### src/rtl/ascon_bdi_sequencer.sv
// Steers a flat 32-bit word stream into the Ascon key/bdi ports, tagging segments and eot/eoi.
// Define ASCON_SEQ_HASH_EN to build the hash path (cmd_hash_i); otherwise hash is ignored.
module ascon_bdi_sequencer #(
    parameter int unsigned LEN_W     = 16,
    parameter int unsigned KEY_WORDS = 4
) (
    input  logic             clk_i,
    input  logic             rst_i,
    input  logic             cmd_valid_i,
    output logic             cmd_ready_o,
    input  logic             cmd_new_key_i,
    input  logic             cmd_decrypt_i,
    input  logic             cmd_hash_i,
    input  logic [LEN_W-1:0] cmd_ad_words_i,
    input  logic [LEN_W-1:0] cmd_msg_words_i,
    input  logic [31:0]      din_i,
    input  logic             din_valid_i,
    output logic             din_ready_o,
    output logic [31:0]      key_o,
    output logic             key_valid_o,
    input  logic             key_ready_i,
    output logic [31:0]      bdi_o,
    output logic             bdi_valid_o,
    input  logic             bdi_ready_i,
    output logic [3:0]       bdi_type_o,
    output logic             bdi_eot_o,
    output logic             bdi_eoi_o,
    output logic             decrypt_o,
    output logic             hash_o,
    output logic             busy_o,
    output logic             done_o
);

    localparam logic [3:0] D_NULL  = 4'h0;
    localparam logic [3:0] D_AD    = 4'h1;
    localparam logic [3:0] D_PTCT  = 4'h4;
    localparam logic [3:0] D_HASH  = 4'h7;
    localparam logic [3:0] D_TAG   = 4'h8;
    localparam logic [3:0] D_NONCE = 4'hD;

    localparam logic [LEN_W-1:0] KEY_LEN = LEN_W'(KEY_WORDS);
    localparam logic [LEN_W-1:0] ONE     = LEN_W'(1);

    typedef enum logic [2:0] {
        S_IDLE, S_KEY, S_NONCE, S_AD, S_MSG, S_TAG, S_DONE
    } state_t;

    state_t           state, state_nxt, last_seg;
    logic [LEN_W-1:0] cnt, cnt_nxt;
    logic [LEN_W-1:0] ad_len, ad_nxt;
    logic [LEN_W-1:0] msg_len, msg_nxt;
    logic             dec, dec_nxt;
    logic             hash_q, hash_nxt, cmd_hash;
    logic             in_key, in_data, hs;
    logic [3:0]       type_nxt;
    logic             eot_nxt, eoi_nxt;

    // Words in the segment that state s streams.
    function automatic logic [LEN_W-1:0] seg_len(input state_t s, input logic [LEN_W-1:0] ad,
                                                 input logic [LEN_W-1:0] msg);
        case (s)
            S_KEY, S_NONCE, S_TAG: seg_len = KEY_LEN;
            S_AD:                  seg_len = ad;
            S_MSG:                 seg_len = msg;
            default:               seg_len = '0;
        endcase
    endfunction

    // Next non-empty segment after s.
    function automatic state_t next_seg(input state_t s, input logic [LEN_W-1:0] ad,
                                        input logic [LEN_W-1:0] msg, input logic to_tag);
        state_t after_msg;
        after_msg = to_tag ? S_TAG : S_DONE;
        case (s)
            S_KEY:   next_seg = S_NONCE;
            S_NONCE: next_seg = (ad != '0) ? S_AD : (msg != '0) ? S_MSG : after_msg;
            S_AD:    next_seg = (msg != '0) ? S_MSG : after_msg;
            S_MSG:   next_seg = after_msg;
            default: next_seg = S_DONE;
        endcase
    endfunction

    // Zero-latency pass-through of the word stream.
    assign in_key      = (state == S_KEY);
    assign in_data     = (state inside {S_NONCE, S_AD, S_MSG, S_TAG});
    assign key_o       = din_i;
    assign bdi_o       = din_i;
    assign key_valid_o = in_key && din_valid_i;
    assign bdi_valid_o = in_data && din_valid_i;
    assign din_ready_o = (in_key && key_ready_i) || (in_data && bdi_ready_i);
    assign hs          = (key_valid_o && key_ready_i) || (bdi_valid_o && bdi_ready_i);

`ifdef ASCON_SEQ_HASH_EN
    assign cmd_hash = cmd_hash_i;

    always_ff @(posedge clk_i or posedge rst_i) begin
        if (rst_i) begin
            hash_q <= 1'b0;
            hash_o <= 1'b0;
        end else begin
            hash_q <= hash_nxt;
            hash_o <= (state_nxt != S_IDLE) && hash_nxt;
        end
    end
`else
    logic unused_hash;
    assign unused_hash = cmd_hash_i;
    assign cmd_hash    = 1'b0;
    assign hash_q      = 1'b0;
    assign hash_o      = 1'b0;
`endif

    always_comb begin
        state_nxt = state;
        cnt_nxt   = cnt;
        ad_nxt    = ad_len;
        msg_nxt   = msg_len;
        dec_nxt   = dec;
        hash_nxt  = hash_q;
        case (state)
            S_IDLE: begin
                if (cmd_valid_i) begin
                    ad_nxt   = cmd_ad_words_i;
                    msg_nxt  = cmd_msg_words_i;
                    dec_nxt  = cmd_decrypt_i;
                    hash_nxt = cmd_hash;
                    if (cmd_hash)
                        state_nxt = (cmd_msg_words_i != '0) ? S_MSG : S_DONE;
                    else
                        state_nxt = cmd_new_key_i ? S_KEY : S_NONCE;
                    cnt_nxt = seg_len(state_nxt, ad_nxt, msg_nxt);
                end
            end
            S_DONE: begin
                state_nxt = S_IDLE;
                cnt_nxt   = '0;
            end
            default: begin
                if (hs) begin
                    if (cnt == ONE) begin
                        state_nxt = next_seg(state, ad_len, msg_len, dec && !hash_q);
                        cnt_nxt   = seg_len(state_nxt, ad_len, msg_len);
                    end else begin
                        cnt_nxt = cnt - ONE;
                    end
                end
            end
        endcase

        // Tag the word that will be presented next cycle.
        last_seg = (hash_nxt || msg_nxt != '0) ? S_MSG : (ad_nxt != '0) ? S_AD : S_NONCE;
        eot_nxt  = (state_nxt inside {S_NONCE, S_AD, S_MSG, S_TAG}) && (cnt_nxt == ONE);
        eoi_nxt  = eot_nxt && (state_nxt == last_seg);
        case (state_nxt)
            S_NONCE: type_nxt = D_NONCE;
            S_AD:    type_nxt = D_AD;
            S_MSG:   type_nxt = hash_nxt ? D_HASH : D_PTCT;
            S_TAG:   type_nxt = D_TAG;
            default: type_nxt = D_NULL;
        endcase
    end

    always_ff @(posedge clk_i or posedge rst_i) begin
        if (rst_i) begin
            state       <= S_IDLE;
            cnt         <= '0;
            ad_len      <= '0;
            msg_len     <= '0;
            dec         <= 1'b0;
            cmd_ready_o <= 1'b1;
            busy_o      <= 1'b0;
            done_o      <= 1'b0;
            decrypt_o   <= 1'b0;
            bdi_type_o  <= D_NULL;
            bdi_eot_o   <= 1'b0;
            bdi_eoi_o   <= 1'b0;
        end else begin
            state       <= state_nxt;
            cnt         <= cnt_nxt;
            ad_len      <= ad_nxt;
            msg_len     <= msg_nxt;
            dec         <= dec_nxt;
            cmd_ready_o <= (state_nxt == S_IDLE);
            busy_o      <= (state_nxt != S_IDLE);
            done_o      <= (state_nxt == S_DONE);
            decrypt_o   <= (state_nxt != S_IDLE) && dec_nxt;
            bdi_type_o  <= type_nxt;
            bdi_eot_o   <= eot_nxt;
            bdi_eoi_o   <= eoi_nxt;
        end
    end

endmodule

### config.mk
export PLATFORM = sky130hd
export DESIGN_NAME = ascon_bdi_sequencer
export DESIGN_NICKNAME = d
export VERILOG_FILES = /design/src/rtl/ascon_bdi_sequencer.sv
export SDC_FILE = /design/constraint.sdc
export NUM_CORES = 1
export LEC_CHECK = 0
export CORE_ASPECT_RATIO = 0.8
export CORE_MARGIN = 2
export CORE_UTILIZATION = 49
export DETAILED_ROUTE_END_ITERATION = 16
export PLACE_DENSITY = 0.95
export SLEW_MARGIN = 30
export SYNTH_ARGS = -nofsm -noshare
export SYNTH_HDL_FRONTEND = slang
export SYNTH_SLANG_ARGS = --single-unit
### constraint.sdc
create_clock -name clk_i -period 4.7 [get_ports clk_i]
set_input_delay 0.47 -clock clk_i [delete_from_list [all_inputs] [get_ports clk_i]]
set_output_delay 0.47 -clock clk_i [all_outputs]
set_load 0.05 [all_outputs]
==> results of run 1 <==
-- cell families after synthesis --
| family | Yosys count | share of synthesized area [%] |
|---|---|---|
| buf+inv | 97 | 15.2 |
| xor+xnor | 3 | 0.633 |
| other cells | 1 | 0.0904 |
| fa+ha+maj | 2 | 0.603 |
| mux | 39 | 10.5 |
| flops | 61 | 36.8 |
| compound gates | 93 | 16.0 |
| simple gates | 140 | 20.3 |
-- state kept, by name (all words and copies together), names as in the netlist --
signal	flops
bdi_eot_o	1
cmd_ready_o	1
dec	1
bdi_eoi_o	1
busy_o	1
bdi_type_o	3
done_o	1
ad_len	16
cnt	16
state	3
msg_len	16
decrypt_o	1
-- final timing paths --
path / endpoint / slack [ns] / depth (start not counted)
setup / recovery: bdi_eoi_o$_DFF_PP0_ / 1.15 / 10
hold reg to reg: msg_len[14]$_DFF_PP0_ / 0.54 / 1
max in group asynchronous: dec$_DFF_PP0_ / 3.54 / 3
setup reg to reg: bdi_eoi_o$_DFF_PP0_ / 1.15 / 10
hold / removal: msg_len[14]$_DFF_PP0_ / 0.54 / 1
min in group asynchronous: cnt[11]$_DFF_PP0_ / 0.66 / 3
-- per-layer routing --
layer  share of wire (%)  vias up  GRT usage (%)
met1                  40     1626           33.0
li1                    -     1516              -
met3                  11       62           7.97
met4                 3.2        0           9.45
met5                   0        -              0
met2                  45      230           40.1
-- power by group through the flow --
stage / clock network [mW] / logic (mW) / registers (mW)
CTS: 0.543 / 0.195 / 0.593
global placement: 0 / 0.188 / 0.600
finish: 0.542 / 0.198 / 0.595
floorplan: 0 / 0.271 / 0.588
global route: 0.572 / 0.217 / 0.600
detailed placement: 0 / 0.193 / 0.603
-- per-stage QoR --
| stage | cell area, um^2 | std cells | utilization [%] | setup slack, ns |
|---|---|---|---|---|
| global route | 4480 | 532 | 55.4 | 0.860 |
| detailed placement | 4250 | 516 | 52.6 | 1.32 |
| global placement | 4250 | 516 | 52.6 | 1.38 |
| finish | 4480 | 532 | 55.4 | 1.15 |
| floorplan | 4150 | 437 | - | 1.78 |
| CTS | 4480 | 532 | 55.4 | 1.27 |
-- worst reg2reg max path, cell delays in order, from the launching register on --
cell      delay (ns)
dfrtp_1         0.47
inv_1           0.11
ha_1            0.18
nor3b_1         0.43
and4_1          0.57
a21oi_1         0.13
a211oi_1        0.53
a21oi_4         0.11
xnor2_1         0.21
nor4_1          0.45
nor4b_2         0.27
-- layout make-up --
class / count / share of cell area [%]
Multi-Input combinational cell: 279 / 44.7
Sequential cell: 61 / 34.1
Timing Repair Buffer: 55 / 12.1
Clock buffer: 11 / 3.15
Tap cell: 108 / 3.02
Clock inverter: 5 / 1.87
Inverter: 13 / 1.09
-- layout by cell type (no fill, tap or decap), drive strengths merged, types with 12 or more instances in the layout --
master         Yosys  routed
nor2              17      17
nor3              12      12
clkdlybuf4s50      0      51
nor4              26      26
o211ai            13      13
dfrtp             60      60
inv               13      13
o21ai             31      31
nand2             34      34
mux2              35      35
==> reports/qor.txt, run 1 <==
Min Hold Slack = 0.544 ns
CTS root buffer = clkbuf_8
Avg WL per Cell = 20.5 um
Pre-antenna DRT Iters = 5
Logic pwr share = 14.8%
clock share of power = 40.6%
crit path max fanout = 11
GRT overflow = 0
port bufs = 51
vias in the first global route = 3379
CTS Buf Count = 9
Pwr Density = 298 nW/um^2
RSZ-0062 raised after global routing = false
CP Buf/Inv Count = 1
switching part of the total = 28.2%
most common cell in the netlist = buf_4
CTS max path bufs = 2
CP Class = register to register
sequential area share after synthesis = 36.8%
worst r2r src = cnt[1]$_DFF_PP0_
Clock transition at path regs = 0.07 ns
footprint of the multi-input gates = 2000 um^2
clock sinks = 61
Final Setup Violations = 0
Startpoint Class = register
Max Clock Freq = 281 MHz
Post-Syn Area = 4150 um^2
Core Box Area = 8090 um^2
number of gates resized after cts = 0
Syn. warnings = 0
final worst path period need = 3.55 ns
layout overhead on the synthesized area = 8.02%
Setup crit start = cnt[1]$_DFF_PP0_
Mapped Cells = 436
CP top delay family = simple AND/OR/NAND/NOR gates
ANT nets after route = 0
DR vias = 3434
worst clock skew = 0.00601 ns
initial core utilization = 51.3%
Pwr Total = 1.34 mW
Cell Rows = 29
Synth top cells by count = 66 x buf_4, 60 x dfrtp_1, 35 x mux2_2
outcome = finished, final reports clean
NetSw = 0.377 mW
DIE WIDTH = 107 um
CTS H-tree lvls = 3
die area = 9220 um^2
part of the cycle the worst path needs = 75.6%
Int Pwr = 0.958 mW
Routed WL = 10900 um
# diodes = 0
sequential power share = 44.6%
Synth Flop Type = dfrtp_1
max cap viols = 0
largest area contributor in the netlist = dfrtp_1
Post-synth EDFFs = 0
Synth Area per Inst = 9.52 um^2
final hold vios = 0
drt via density = 6.45
Yosys reg bits = 61
TritonCTS clock tree = done
Post-Route Setup TNS = 0 ns
Leakage Power = 1.73 nW
CP max stage delay = 0.57 ns
Slew Limit Fails = 0
Area contributors post-synth = dfrtp_1 36%, buf_4 12%, mux2_2 9.5%
initial antenna violation count = 0
top-area cell type share of the netlist area = 36.2%
Post-DP HPWL = 7920 um
Final nets = 494
Total Routing Usage GR = 25.4%
fraction of layout cells with a size suffix above 1 = 18.4%
DR DRC count = 0
I/O pins = 151
Storage cell area = 1530 um^2
critical path data arrival time = 3.82 ns
worst path cell trace = inv_1 -> ha_1 -> nor3b_1 -> and4_1 -> a21oi_1 -> a211oi_1 -> a21oi_4 -> xnor2_1 -> nor4_1 -> nor4b_2
Worst path slowest cell = and4_1
Hold Buf Count CTS = 0
max_slew headroom = 38.3%
post-synthesis async set-or-reset flop share = 100%
CP Capture Type = register
first-pass GRT wire length = 18100 um
synth unique cells = 68
worst hold path type = register to register
largest net degree at the start of global routing = 62
later-pin clock latency in the skew report = 0.35 ns
Die Y = 86.3 um
CP required = 4.96 ns
1st-iter DRT viols = 432
RePlAce Congestion = 0.984
hold path startpoint = msg_len[14]$_DFF_PP0_
Setup Fix Bufs, Post-CTS = 0
Worst Tran Pin Value = 0.925 ns
Max VDD drop = 0.256 mV
fill cell count = 674
No activity file was read; power rests on OpenSTA's default activity.
==> inputs of run 2 (changes only) <==
CORE_UTILIZATION = 41   (was 49)
PLACE_DENSITY = 0.89   (was 0.95)
clock period = 3.19 ns   (was 4.7 ns; I/O delays follow)
==> reports/qor.txt, run 2 (synthesis gave the netlist of run 1 again) <==
outcome = finished, final reports clean
vias in the first global route = 3469 (+2.7%)
sequential power share = 39.9% (-4.7 points)
DR vias = 3428 (-0.17%)
worst path cell trace = nor4_2 -> a41oi_4 -> and3_1 -> o21ai_0 -> nand3_1 -> or4_4 -> nor4b_2
CTS Buf Count = 9 (unchanged)
switching part of the total = 27.4% (-0.79 points)
Slew Limit Fails = 0 (unchanged)
Pwr Total = 2.17 mW (+63%)
final non-filler cell total = 580 (+9.0%)
Routed WL = 10900 um (-0.11%)
placed cell count = 564 (+9.3%)
Pre-antenna DRT Iters = 5 (unchanged)
clock share of power = 44.9% (+4.3 points)
CP Capture Type = register
CP max stage delay = 0.58 ns (about the same)
drt via density = 5.91 (-8.4%)
Post-Route Setup TNS = 0 ns (unchanged)
Total Routing Usage GR = 20.9% (-4.5 points)
Pwr Density = 455 nW/um^2 (+53%)
TritonCTS clock tree = done
most frequent cells in the layout = 60 x dfrtp_1, 51 x clkdlybuf4s50_1, 35 x mux2_2
Worst Tran Pin Value = 0.584 ns (-0.341 ns)
Logic pwr share = 15.2% (+0.4 points)
commonest non-fill, non-tap cell in the layout = dfrtp_1
GRT overflow = 0 (unchanged)
final hold vios = 0 (unchanged)
ANT nets after route = 0 (unchanged)
max_slew headroom = 60.7% (+22 points)
# diodes = 0 (unchanged)
Setup Fix Bufs, Post-CTS = 0 (unchanged)
Avg WL per Cell = 18.8 um (-8.4%)
critical path data arrival time = 3.40 ns (-0.42 ns)
Clock transition at path regs = 0.06 ns (about the same)
part of the cycle the worst path needs = 99.2% (+24 points)
initial core utilization = 42.6% (-8.6 points)
post-layout util = 49.1% (-6.3 points)
die area = 10900 um^2 (+19%)
Int Pwr = 1.58 mW (+65%)
CP Class = register to register
crit path max fanout = 9 (-2)
Leakage Power = 1.88 nW (+8.1%)
Worst path slowest cell = or4_4
Cell Rows = 32 (+10%)
Die Y = 94.0 um (+8.9%)
CP required = 3.42 ns (-1.54 ns)
clock sinks = 61 (unchanged)
max cap viols = 0 (unchanged)
CP top delay family = simple AND/OR/NAND/NOR gates
layout overhead on the synthesized area = 15.2%
NetSw = 0.596 mW (+58%)
DIE WIDTH = 116 um (+9.0%)
RSZ-0062 raised after global routing = false
1st-iter DRT viols = 286 (-34%)
largest net degree at the start of global routing = 36 (-42%)
final worst path period need = 3.16 ns (-0.391 ns)
Post-DP HPWL = 8300 um (+4.8%)
initial antenna violation count = 0 (unchanged)
later-pin clock latency in the skew report = 0.33 ns (-0.02 ns)
worst hold path type = input pin to async pin
CTS max path bufs = 2 (unchanged)
Max VDD drop = 0.334 mV (+31%)
worst clock skew = 0.00484 ns (-0.00117 ns)
Final nets = 514 (+4.0%)
RePlAce Congestion = 0.921 (-6.4%)
first-pass GRT wire length = 17500 um (-3.0%)
CTS root buffer = clkbuf_16
I/O pins = 151 (unchanged)
port bufs = 51 (unchanged)
fill cell count = 869 (+29%)
CP Buf/Inv Count = 0 (-1)
fraction of layout cells with a size suffix above 1 = 22.5% (+4.1 points)
Startpoint Class = register
Min Hold Slack = 0.261 ns (-0.283 ns)
biggest regs = ad_len: 16 flops, cnt: 16 flops, msg_len: 16 flops
Max Clock Freq = 316 MHz (+12%)
CTS H-tree lvls = 3 (unchanged)
DR DRC count = 0 (unchanged)
Final Setup Violations = 0 (unchanged)
Core Box Area = 9730 um^2 (+20%)
run 2: layer usage:
layer,share of wire (%),wire [um],global-route usage [%],vias up
li1,-,-,-,1567
met1,45,4890,28.2,1647
met2,44,4830,31.5,165
met3,6.7,737,3.87,49
met4,4.2,457,11.5,0
met5,0,0,0,-
run 2: per-stage QoR:
| stage | setup slack [ns] | instance area, um^2 |
|---|---|---|
| detailed placement | 0.00144 | 4450 |
| global placement | 0.179 | 4450 |
| finish | 0.0268 | 4780 |
| global route | 0.0352 | 4780 |
| CTS | 0.0853 | 4750 |
| floorplan | 0.417 | 4150 |
run 2: cell type report:
cell class,count,area [um^2],share of cell area (%)
clock inverter,7,75.1,1.57
clock buffer,9,225,4.71
timing repair buffer,75,703,14.7
tap,136,170,3.56
inverter,13,48.8,1.02
multi-input combinational,279,2030,42.5
sequential,61,1530,32.0
run 2: final timing paths:
kind / startpoint / end / slack, ns / depth (start not counted)
max in group asynchronous: rst_i / cmd_ready_o$_DFF_PP1_ / 2.18 / 3
min in group clk_i: msg_len[13]$_DFF_PP0_ / msg_len[13]$_DFF_PP0_ / 0.53 / 1
setup reg to reg: ad_len[0]$_DFF_PP0_ / bdi_eoi_o$_DFF_PP0_ / 0.03 / 7
setup / recovery: ad_len[0]$_DFF_PP0_ / bdi_eoi_o$_DFF_PP0_ / 0.03 / 7
hold reg to reg: msg_len[13]$_DFF_PP0_ / msg_len[13]$_DFF_PP0_ / 0.53 / 1
hold / removal: rst_i / cnt[8]$_DFF_PP0_ / 0.26 / 2
run 2: what timing repair did:
action                     4_1_cts  5_1_grt
setup endpoints to repair        0        2
hold endpoints to repair         0        0
hold buffers                     0        0
gates resized for setup          0        5
run 2: power by group through the flow:
stage	Combinational (mW)	Clock [mW]	Sequential, mW
4_1_cts	0.322	0.981	0.864
2_1_floorplan	0.399	0	0.867
3_3_place_gp	0.313	0	0.874
3_5_place_dp	0.319	0	0.876
6_report	0.331	0.976	0.866
5_1_grt	0.353	1.02	0.871
==> inputs of run 3 (changes only) <==
CAP_MARGIN = 10   (was not set)
==> results of run 3 <==
Final layout, timing and power as in run 2 (identical DEF).
